--- config.mk ---
export PLATFORM = sky130hd
export DESIGN_NAME = acc_result_buffer
export DESIGN_NICKNAME = d
export VERILOG_FILES = /design/src/rtl/acc_buf_pkg.sv /design/src/rtl/acc_buf_fifo.sv /design/src/rtl/acc_result_buffer.sv
export SDC_FILE = /design/constraint.sdc
export NUM_CORES = 1
export LEC_CHECK = 0
export CORE_UTILIZATION = 53
export CTS_CLUSTER_DIAMETER = 60
export DETAILED_ROUTE_END_ITERATION = 7
export PLACE_DENSITY = 0.76
export REMOVE_ABC_BUFFERS = 1
export SLEW_MARGIN = 20
export SYNTH_ARGS = -nofsm -noshare
export SYNTH_HDL_FRONTEND = slang
export SYNTH_HIERARCHICAL = 1
export SYNTH_SLANG_ARGS = --single-unit
--- constraint.sdc ---
create_clock -name wb_clk_i -period 3.86 [get_ports wb_clk_i]
set_input_delay 0.386 -clock wb_clk_i [delete_from_list [all_inputs] [get_ports wb_clk_i]]
set_output_delay 0.386 -clock wb_clk_i [all_outputs]
set_load 0.02 [all_outputs]
--- src/rtl/acc_buf_pkg.sv ---
// Shared types and sizing helpers for the accelerator result buffer.
//   state_t      : burst FSM states
//   *_DEF        : default configuration (32-bit words, 8 entries, 4-word bursts)
//   cnt_width()  : occupancy counter width for a given depth (0..depth inclusive)
//   len_width()  : burst length field width for a given maximum burst (0..max inclusive)
package acc_buf_pkg;

  localparam int unsigned DATA_WIDTH_DEF = 32;
  localparam int unsigned DEPTH_DEF      = 8;
  localparam int unsigned BURST_LEN_DEF  = 4;

  typedef enum logic [1:0] {
    IDLE = 2'd0,
    REQ  = 2'd1,
    XFER = 2'd2
  } state_t;

  function automatic int unsigned cnt_width(input int unsigned depth);
    return $clog2(depth) + 1;
  endfunction

  function automatic int unsigned len_width(input int unsigned burst_len);
    return $clog2(burst_len) + 1;
  endfunction

endpackage

--- src/rtl/acc_buf_fifo.sv ---
// First-word-fall-through FIFO: a word pushed at edge N is at the head after edge N.
//   clk, rst_n : clock, async active-low reset
//   clr        : synchronous flush
//   push, din  : write strobe and entry (caller guarantees not full)
//   pop        : discard head (caller guarantees not empty)
//   head       : current head entry
//   count      : occupancy, 0..DEPTH
module acc_buf_fifo
  import acc_buf_pkg::*;
#(
  parameter int unsigned  WIDTH = DATA_WIDTH_DEF + 1,
  parameter int unsigned  DEPTH = DEPTH_DEF,
  localparam int unsigned PTR_W = $clog2(DEPTH),
  localparam int unsigned CNT_W = cnt_width(DEPTH)
) (
  input  logic             clk,
  input  logic             rst_n,
  input  logic             clr,
  input  logic             push,
  input  logic             pop,
  input  logic [WIDTH-1:0] din,
  output logic [WIDTH-1:0] head,
  output logic [CNT_W-1:0] count
);

  logic [WIDTH-1:0] mem [DEPTH];
  logic [PTR_W-1:0] wr_ptr;
  logic [PTR_W-1:0] rd_ptr;

  // Storage needs no reset; count and pointers define what is valid.
  always_ff @(posedge clk) begin
    if (push) mem[wr_ptr] <= din;
  end

  // Pointers wrap naturally since DEPTH is a power of two.
  always_ff @(posedge clk or negedge rst_n) begin
    if (!rst_n) begin
      wr_ptr <= '0;
      rd_ptr <= '0;
      count  <= '0;
    end else if (clr) begin
      wr_ptr <= '0;
      rd_ptr <= '0;
      count  <= '0;
    end else begin
      if (push) wr_ptr <= wr_ptr + PTR_W'(1);
      if (pop)  rd_ptr <= rd_ptr + PTR_W'(1);
      if (push && !pop)      count <= count + CNT_W'(1);
      else if (pop && !push) count <= count - CNT_W'(1);
    end
  end

  assign head = mem[rd_ptr];

endmodule

--- src/rtl/acc_result_buffer.sv ---
// Buffers accelerator results and streams them to the DMA in granted bursts.
//   wb_clk_i, wb_rst_i        : clock, async active-low reset
//   clr_i                     : synchronous flush (aborts any burst, no done pulses)
//   acc_vld_i/acc_rdy_o       : accelerator word handshake, acc_dat_i + acc_last_i
//   burst_req_o/burst_len_o   : burst request and its length, burst_gnt_i grants it
//   acc_data_valid_o/acc_data_o, dma_rdy_i : stream to the DMA with backpressure
//   burst_done_o, job_done_o  : one-cycle pulses after the final / last-tagged beat
//   fill_level_o              : FIFO occupancy
module acc_result_buffer
  import acc_buf_pkg::*;
#(
  parameter int unsigned  DATA_WIDTH = DATA_WIDTH_DEF,
  parameter int unsigned  DEPTH      = DEPTH_DEF,
  parameter int unsigned  BURST_LEN  = BURST_LEN_DEF,
  localparam int unsigned CNT_W      = cnt_width(DEPTH),
  localparam int unsigned LEN_W      = len_width(BURST_LEN)
) (
  input  logic                  wb_clk_i,
  input  logic                  wb_rst_i,
  input  logic                  clr_i,
  input  logic                  acc_vld_i,
  output logic                  acc_rdy_o,
  input  logic [DATA_WIDTH-1:0] acc_dat_i,
  input  logic                  acc_last_i,
  output logic                  burst_req_o,
  output logic [LEN_W-1:0]      burst_len_o,
  input  logic                  burst_gnt_i,
  output logic                  acc_data_valid_o,
  output logic [DATA_WIDTH-1:0] acc_data_o,
  input  logic                  dma_rdy_i,
  output logic                  burst_done_o,
  output logic                  job_done_o,
  output logic [CNT_W-1:0]      fill_level_o
);

  localparam int unsigned ENTRY_W = DATA_WIDTH + 1;

  state_t             state;
  state_t             state_n;
  logic               run;
  logic               last_held;
  logic               push;
  logic               pop;
  logic [ENTRY_W-1:0] head;
  logic [CNT_W-1:0]   fill;
  logic [LEN_W-1:0]   remaining;
  logic [LEN_W-1:0]   remaining_n;
  logic [LEN_W-1:0]   len_n;
  logic               req_n;
  logic               valid_n;
  logic               burst_done_n;
  logic               job_done_n;

  // Input side: at most one job end may sit in the FIFO.
  assign acc_rdy_o = run && (fill < CNT_W'(DEPTH)) && !last_held && !clr_i;
  assign push      = acc_vld_i && acc_rdy_o;
  assign pop       = acc_data_valid_o && dma_rdy_i && !clr_i;

  acc_buf_fifo #(
    .WIDTH (ENTRY_W),
    .DEPTH (DEPTH)
  ) u_fifo (
    .clk   (wb_clk_i),
    .rst_n (wb_rst_i),
    .clr   (clr_i),
    .push  (push),
    .pop   (pop),
    .din   ({acc_last_i, acc_dat_i}),
    .head  (head),
    .count (fill)
  );

  assign fill_level_o = fill;
  // Gate the head so the stream bus reads zero whenever no beat is offered.
  assign acc_data_o   = acc_data_valid_o ? head[DATA_WIDTH-1:0] : '0;

  // Run flag and job-end tracking.
  always_ff @(posedge wb_clk_i or negedge wb_rst_i) begin
    if (!wb_rst_i) begin
      run       <= 1'b0;
      last_held <= 1'b0;
    end else begin
      run <= 1'b1;
      if (clr_i)                          last_held <= 1'b0;
      else if (push && acc_last_i)        last_held <= 1'b1;
      else if (pop && head[DATA_WIDTH])   last_held <= 1'b0;
    end
  end

  // Burst FSM: next state and next registered outputs.
  always_comb begin
    state_n      = state;
    len_n        = burst_len_o;
    remaining_n  = remaining;
    req_n        = 1'b0;
    valid_n      = 1'b0;
    burst_done_n = 1'b0;
    job_done_n   = 1'b0;
    if (clr_i) begin
      state_n     = IDLE;
      remaining_n = '0;
    end else begin
      unique case (state)
        IDLE: begin
          if (fill >= CNT_W'(BURST_LEN) || (last_held && fill != '0)) begin
            state_n = REQ;
            len_n   = (fill >= CNT_W'(BURST_LEN)) ? LEN_W'(BURST_LEN) : LEN_W'(fill);
          end
        end
        REQ: begin
          // Grant is honoured only once the request is visible to the DMA.
          if (burst_req_o && burst_gnt_i) begin
            state_n     = XFER;
            remaining_n = burst_len_o;
            valid_n     = 1'b1;
          end else begin
            req_n = 1'b1;
          end
        end
        XFER: begin
          valid_n = 1'b1;
          if (pop) begin
            remaining_n = remaining - LEN_W'(1);
            if (remaining == LEN_W'(1)) begin
              state_n      = IDLE;
              valid_n      = 1'b0;
              burst_done_n = 1'b1;
              job_done_n   = head[DATA_WIDTH];
            end
          end
        end
        default: state_n = IDLE;
      endcase
    end
  end

  // FSM state and output registers.
  always_ff @(posedge wb_clk_i or negedge wb_rst_i) begin
    if (!wb_rst_i) begin
      state            <= IDLE;
      remaining        <= '0;
      burst_len_o      <= '0;
      burst_req_o      <= 1'b0;
      acc_data_valid_o <= 1'b0;
      burst_done_o     <= 1'b0;
      job_done_o       <= 1'b0;
    end else begin
      state            <= state_n;
      remaining        <= remaining_n;
      burst_len_o      <= len_n;
      burst_req_o      <= req_n;
      acc_data_valid_o <= valid_n;
      burst_done_o     <= burst_done_n;
      job_done_o       <= job_done_n;
    end
  end

endmodule

Word-level counts from Yosys, hierarchy flattened
Memories as Yosys holds them, arrays and structs flattened.
Cells that the tools add are included.
{ "word_totals": {"ff_bits": 24, "ram_bits": 264, "input_bits": 39, "output_inout_bits": 44, "elab_cells": 95, "n_memories": 1} }
{ "classes": {"addsub": 5, "n_lt_le_gt_ge": 2, "eq_ne": 7, "n_mux": 40, "n_bitwise": 1, "n_reduce_logical": 27} }
{ "memory_table": {"columns": ["name", "words", "width", "read_ports", "rd_ports_with_merged_regs", "write_ports", "line", "source"], "rows": [
  ["u_fifo.mem", 8, 33, 1, 0, 1, "acc_buf_fifo.sv:26", "logic [WIDTH-1:0] mem [DEPTH];"]
]} }
{ "ops": {"columns": ["operator", "count"], "rows": [
  ["two-way mux 32 bit", 1],
  ["two-way mux 3 bit", 8],
  ["two-way mux 1 bit", 20],
  ["logical AND 1 bit", 12],
  ["two-way mux 4 bit", 3],
  ["!= test 3 bit, second input constant", 4],
  ["two-way mux 2 bit", 5],
  ["nonzero test 3 bit", 3],
  ["adder 3 x 1 -> 3 bit, second input constant", 2],
  ["case mux 2 bit (3 select lines)", 1],
  ["case mux 3 bit (2 select lines)", 1],
  ["AND reduction 3 bit", 2],
  ["adder 4 x 1 -> 4 bit, second input constant", 1],
  ["greater-or-equal comparator 4 x 3 -> 1 bit, second input constant", 1],
  ["zero test 1 bit", 4],
  ["less-than comparator 4 bit, second input constant", 1],
  ["AND reduction 4 bit", 1],
  ["nonzero test 2 bit", 2],
  ["nonzero test 4 bit", 1],
  ["subtractor 4 x 1 -> 4 bit, second input constant", 1],
  ["== test 3 x 1 -> 1 bit, second input constant", 1],
  ["subtractor 3 x 1 -> 3 bit, second input constant", 1],
  ["== test 2 x 1 -> 1 bit, second input constant", 1],
  ["== test 2 bit, second input constant", 1],
  ["other kinds (4)", 4]
]} }

Depth between registers and ports, before layout
{ "depth": {"word_depth": 10, "mapped_depth": 9, "ltp_nobuf": 8} }

Cells and area by module
Netlist, hierarchy kept.
{ "modules_own_cells": {"columns": ["module", "n_inst", "cells_per_inst", "area_each_um2", "seq_area_each_um2"], "rows": [
  ["acc_buf_fifo", 1, 450, 10696.5, 8177.8],
  ["acc_result_buffer", 1, 112, 988.4, 350.3]
]} }

Worst setup path after synthesis
No wires, ideal clock.
{ "synth_timing": {"path_kind": "register to register", "start": "register u_fifo.count[3]", "end": "memory u_fifo/mem[0][0] (netlist bit) (enable)", "setup_time_ns": 0.464, "t_arrival_ns": 3.966, "t_required_ns": 3.396, "setup_slack_ns": -0.570, "path_stages_with_launch": 6, "path_buffers": 1, "synth_period_minus_slack_ns": 4.430, "path_cell_list": "dfrtp_1 -> nor4b_2 -> and2_1 -> clkbuf_1 -> nand2b_1 -> nor3_1"} }
{ "synth_via": {"elab_chain_len": 7} }
{ "synth_lines": {"columns": ["item", "line", "source"], "rows": [
  ["from (decl)", "acc_buf_fifo.sv:23", "output logic [CNT_W-1:0] count"],
  ["from (signal assigned)", "acc_buf_fifo.sv:48", "if (push && !pop) count <= count + CNT_W'(1);"],
  ["from (signal assigned)", "acc_buf_fifo.sv:49", "else if (pop && !push) count <= count - CNT_W'(1);"],
  ["less-than comparator 4 bit", "acc_result_buffer.sv:55", "assign acc_rdy_o = run && (fill < CNT_W'(DEPTH)) && !last_held && !clr_i;"],
  ["logical AND 1 bit (3 in a row)", "acc_result_buffer.sv:55", null],
  ["named net acc_rdy_o", "acc_result_buffer.sv:22", "output logic acc_rdy_o,"],
  ["logical AND 1 bit", "acc_result_buffer.sv:56", "assign push = acc_vld_i && acc_rdy_o;"],
  ["named net push", "acc_result_buffer.sv:42", "logic push;"],
  ["two-way mux 1 bit", "acc_buf_fifo.sv:32", "if (push) mem[wr_ptr] <= din;"],
  ["two-way mux 1 bit (not written as such)", "acc_buf_fifo.sv:32", null],
  ["to (decl)", "acc_buf_fifo.sv:26", null]
]} }
The timed path passes the listed nets, and every way through them passes these cells.

Worst setup path after layout
{ "layout_timing": {"start": "register u_fifo.rd_ptr[0]", "end": "output port acc_data_o[8]"} }
{ "layout_via": {"elab_chain_len": 2} }
{ "layout_lines": {"columns": ["item", "line", "source"], "rows": [
  ["from (decl)", "acc_buf_fifo.sv:28", "logic [PTR_W-1:0] rd_ptr;"],
  ["from (signal assigned)", "acc_buf_fifo.sv:47", "if (pop) rd_ptr <= rd_ptr + PTR_W'(1);"],
  ["memory read (8 x 33 bit)", null, null],
  ["named net head[8]", "acc_result_buffer.sv:44", "logic [ENTRY_W-1:0] head;"],
  ["two-way mux 32 bit", "acc_result_buffer.sv:75", "assign acc_data_o = acc_data_valid_o ? head[DATA_WIDTH-1:0] : '0;"],
  ["to (decl)", "acc_result_buffer.sv:29", "output logic [DATA_WIDTH-1:0] acc_data_o,"]
]} }
The timed path passes the listed nets, and every way through them passes these cells.

==> reports/results.tsv <==
stage	metric	value	unit
floorplanning	Chip Width	150	um
floorplanning	Placement Rows	53	
floorplanning	die area	22600	sq um
logic_synthesis	Mean Syn Cell Area	20.8	sq um
clock_network	H-tree depth	1	
place	hpwl dp	12.2	mm
logic_synthesis	Synth area leaders	edfxtp_1, mux4_2, dfrtp_1, mux2_4, mux4_1	
sta	Setup violations, final	0	
clock_network	Worst-path clk slew	0.06	ns
global_route	vias in the first global route	6041	
logic_synthesis	synth unique cells	47	
clock_network	clock buffer depth	3	
global_route	GR Util All Layers	20.6	%
sta	min Tclk post-route	3.49	ns
setup_path	CP Data Arrival Time	3.10	ns
cells_and_area	nets	716	
sta	fmax	287	MHz
setup_path	Crit Path Category	register to primary output	
place	gpl congestion	0.785	
routing	routed via count	5505	
pwr	Cell Pwr Density	478	nW/um^2
sta	worst slew pin tran	0.673	ns
logic_synthesis	ys async rst share	8.33	%
sta	final worst-path cycle share	90.4	%
clock_network	worst skew pair latency	0.53	ns
place	dpl cell area	13000	sq um
clock_network	CTS buffer count	28	
logic_synthesis	#FFs+latches synth	288	
clock_network	Post-CTS Setup Repair Bufs	0	
routing	Pre-antenna DRT Iters	5	
clock_network	TritonCTS clock tree	built	
routing	DRC viols	0	
clock_network	cts repair resizes	0	
global_route	initial antenna violation count	0	
logic_synthesis	leading area contributor after synthesis	edfxtp_1	
sta	final hold vios	0	
floorplanning	Starting Density	54.9	%
floorplanning	core area	21300	sq um
clock_network	Hold-fix buffers, CTS	0	
global_route	first-pass GRT wire length	34.4	mm
place	Port-buffer cells	82	
worst_hold_path	Hold Path Class	input pin to asynchronous set/reset pin	
job	Max Cap Violations	0	
cells_and_area	Core Util, Final	65.6	%
sta	fin. max-slew vios	0	
cells_and_area	cell area after layout	14000	sq um
setup_path	critical path required time	3.47	ns
routing	routed length per placed instance	22.8	um
setup_path	crit path launch type	register	
clock_network	Sink Count	288	
sta	RSZ-0062 raised after global routing	false	
global_route	Remaining Overflow, GRT	0	
clock_network	clock root cell	clkbuf_16	
cells_and_area	Layout area overhead	19.5	%
routing	routed wire length	21.9	mm
global_route	largest net degree at the start of global routing	39	
logic_synthesis	Synth top area share	67.8	%
outcome	status	finished clean	
routing	Final ANT Viol Nets	0	
cells_and_area	layout cell share with drive strength beyond 1	24.5	%
logic_synthesis	Seq/Total Area, Yosys	73.0	%
setup_path	Critical Path End Type	primary output	
sta	Slew HR	55.2	%
pwr	VDD IR max	0.370	mV
logic_synthesis	Top FF cell, synth	edfxtp_1	
logic_synthesis	Post-synth EDFFs	264	
logic_synthesis	Ys Warns	6	
sta	Setup TNS	0	ns
floorplanning	IO Pins	83	
setup_path	CP max FO	24	
logic_synthesis	synthesized instance count	562	
routing	DR vias/cell	5.72	
routing	Iteration-0 DRC Markers	342	
logic_synthesis	top-count cell post-synth	edfxtp_1	
pwr	Pleak	4.58	nW
cells_and_area	# diodes	0	
floorplanning	Die Ht	150	um
logic_synthesis	most common library cells after synthesis	edfxtp_1, mux4_2, and2_1	
logic_synthesis	mapped cell area	11700	sq um
sta	Worst Clk Skew	0.0244	ns
## routing by layer
layer,vias to the layer above,track usage (%),wire [um]
li1,2471,-,-
met1,2801,28.3,8660
met2,208,34.8,11300
met3,25,3.06,1680
met4,0,5.15,295
met5,-,0,0
## power breakdown
group / internal, mW / switching (mW)
clock network: 1.77 / 1.09
logic: 0.153 / 0.170
registers: 3.46 / 0.0350
total: 5.38 / 1.30
## critical path: stages (launching register included)
cell and delay [ns]:
dfrtp_4 0.73, buf_12 0.28, mux4_1 0.58, mux2_4 0.28, and2_1 0.17, clkdlybuf4s50_1 0.53
## cells in the final DEF, fill, tap and decap left out, drive strengths merged, types with 12 or more instances in the layout
cell type      count
and2              35
buf               19
clkbuf            31
clkdlybuf4s50     81
clkinv            12
dfrtp             24
edfxtp           264
inv               12
mux2              33
mux4              66
nand2             13
nor2              19
## path summary, 6_finish.rpt
| path | start | cells past startpoint | slack, ns | to |
|---|---|---|---|---|
| setup / recovery | u_fifo/rd_ptr[0]$_DFFE_PN0P_ | 5 | 0.37 | acc_data_o[8] |
| hold / removal | wb_rst_i | 2 | 0.39 | burst_len_o[2]$_DFFE_PN0P_ |
| setup reg to reg | u_fifo/count[3]$_DFFE_PN0P_ | 7 | 1.23 | u_fifo/count[3]$_DFFE_PN0P_ |
| hold reg to reg | remaining[1]$_DFFE_PN0P_ | 2 | 0.48 | remaining[1]$_DFFE_PN0P_ |
| max in group asynchronous | wb_rst_i | 2 | 3.03 | u_fifo/rd_ptr[0]$_DFFE_PN0P_ |
| min in group wb_clk_i | remaining[1]$_DFFE_PN0P_ | 2 | 0.48 | remaining[1]$_DFFE_PN0P_ |
## metrics by stage
| stage | cells | power, mW | hold WS (ns) | worst slack [ns] |
|---|---|---|---|---|
| 2_1_floorplan | 535 | 3.71 | 0.0904 | -0.456 |
| 6_report | 962 | 6.68 | 0.386 | 0.372 |
| 5_1_grt | 962 | 6.88 | 0.438 | 0.212 |
| 4_1_cts | 961 | 6.74 | 0.469 | 0.310 |
| 3_5_place_dp | 910 | 3.88 | 0.475 | 0.707 |
| 3_3_place_gp | 910 | 3.86 | 0.482 | 0.849 |
## flip-flops by register name, summed over array words and instances, names as in the netlist
register / count
last_held: 1
u_fifo/mem: 264
remaining: 3
burst_done_o: 1
u_fifo/count: 4
u_fifo/wr_ptr: 3
acc_data_valid_o: 1
burst_len_o: 3
run: 1
job_done_o: 1
u_fifo/rd_ptr: 3
burst_req_o: 1
state: 2
## layout make-up
| cell class | count | area, sq um |
|---|---|---|
| Inverter | 11 | 41.3 |
| Clock buffer | 31 | 733 |
| Tap cell | 275 | 344 |
| Clock inverter | 20 | 255 |
| Sequential cell | 288 | 8540 |
| Fill cell | 1373 | 7320 |
| Multi-Input combinational cell | 236 | 2970 |
| Timing Repair Buffer | 101 | 1090 |
## cells by family (layout without fill, tap and decap cells)
family / after synthesis / count (layout) / share of synthesized area, %
buffers and inverters: 38 / 163 / 2.09
muxes: 106 / 106 / 17.6
and+or+nand+nor: 93 / 93 / 4.44
adders and majority gates: 11 / 11 / 1.24
DFF: 288 / 288 / 73.0
AOI/OAI and AO/OA: 20 / 20 / 1.21
xor gates and xnor gates: 5 / 5 / 0.375
other: 1 / 1 / 0.0321
Power figures use the tool's default switching activity.
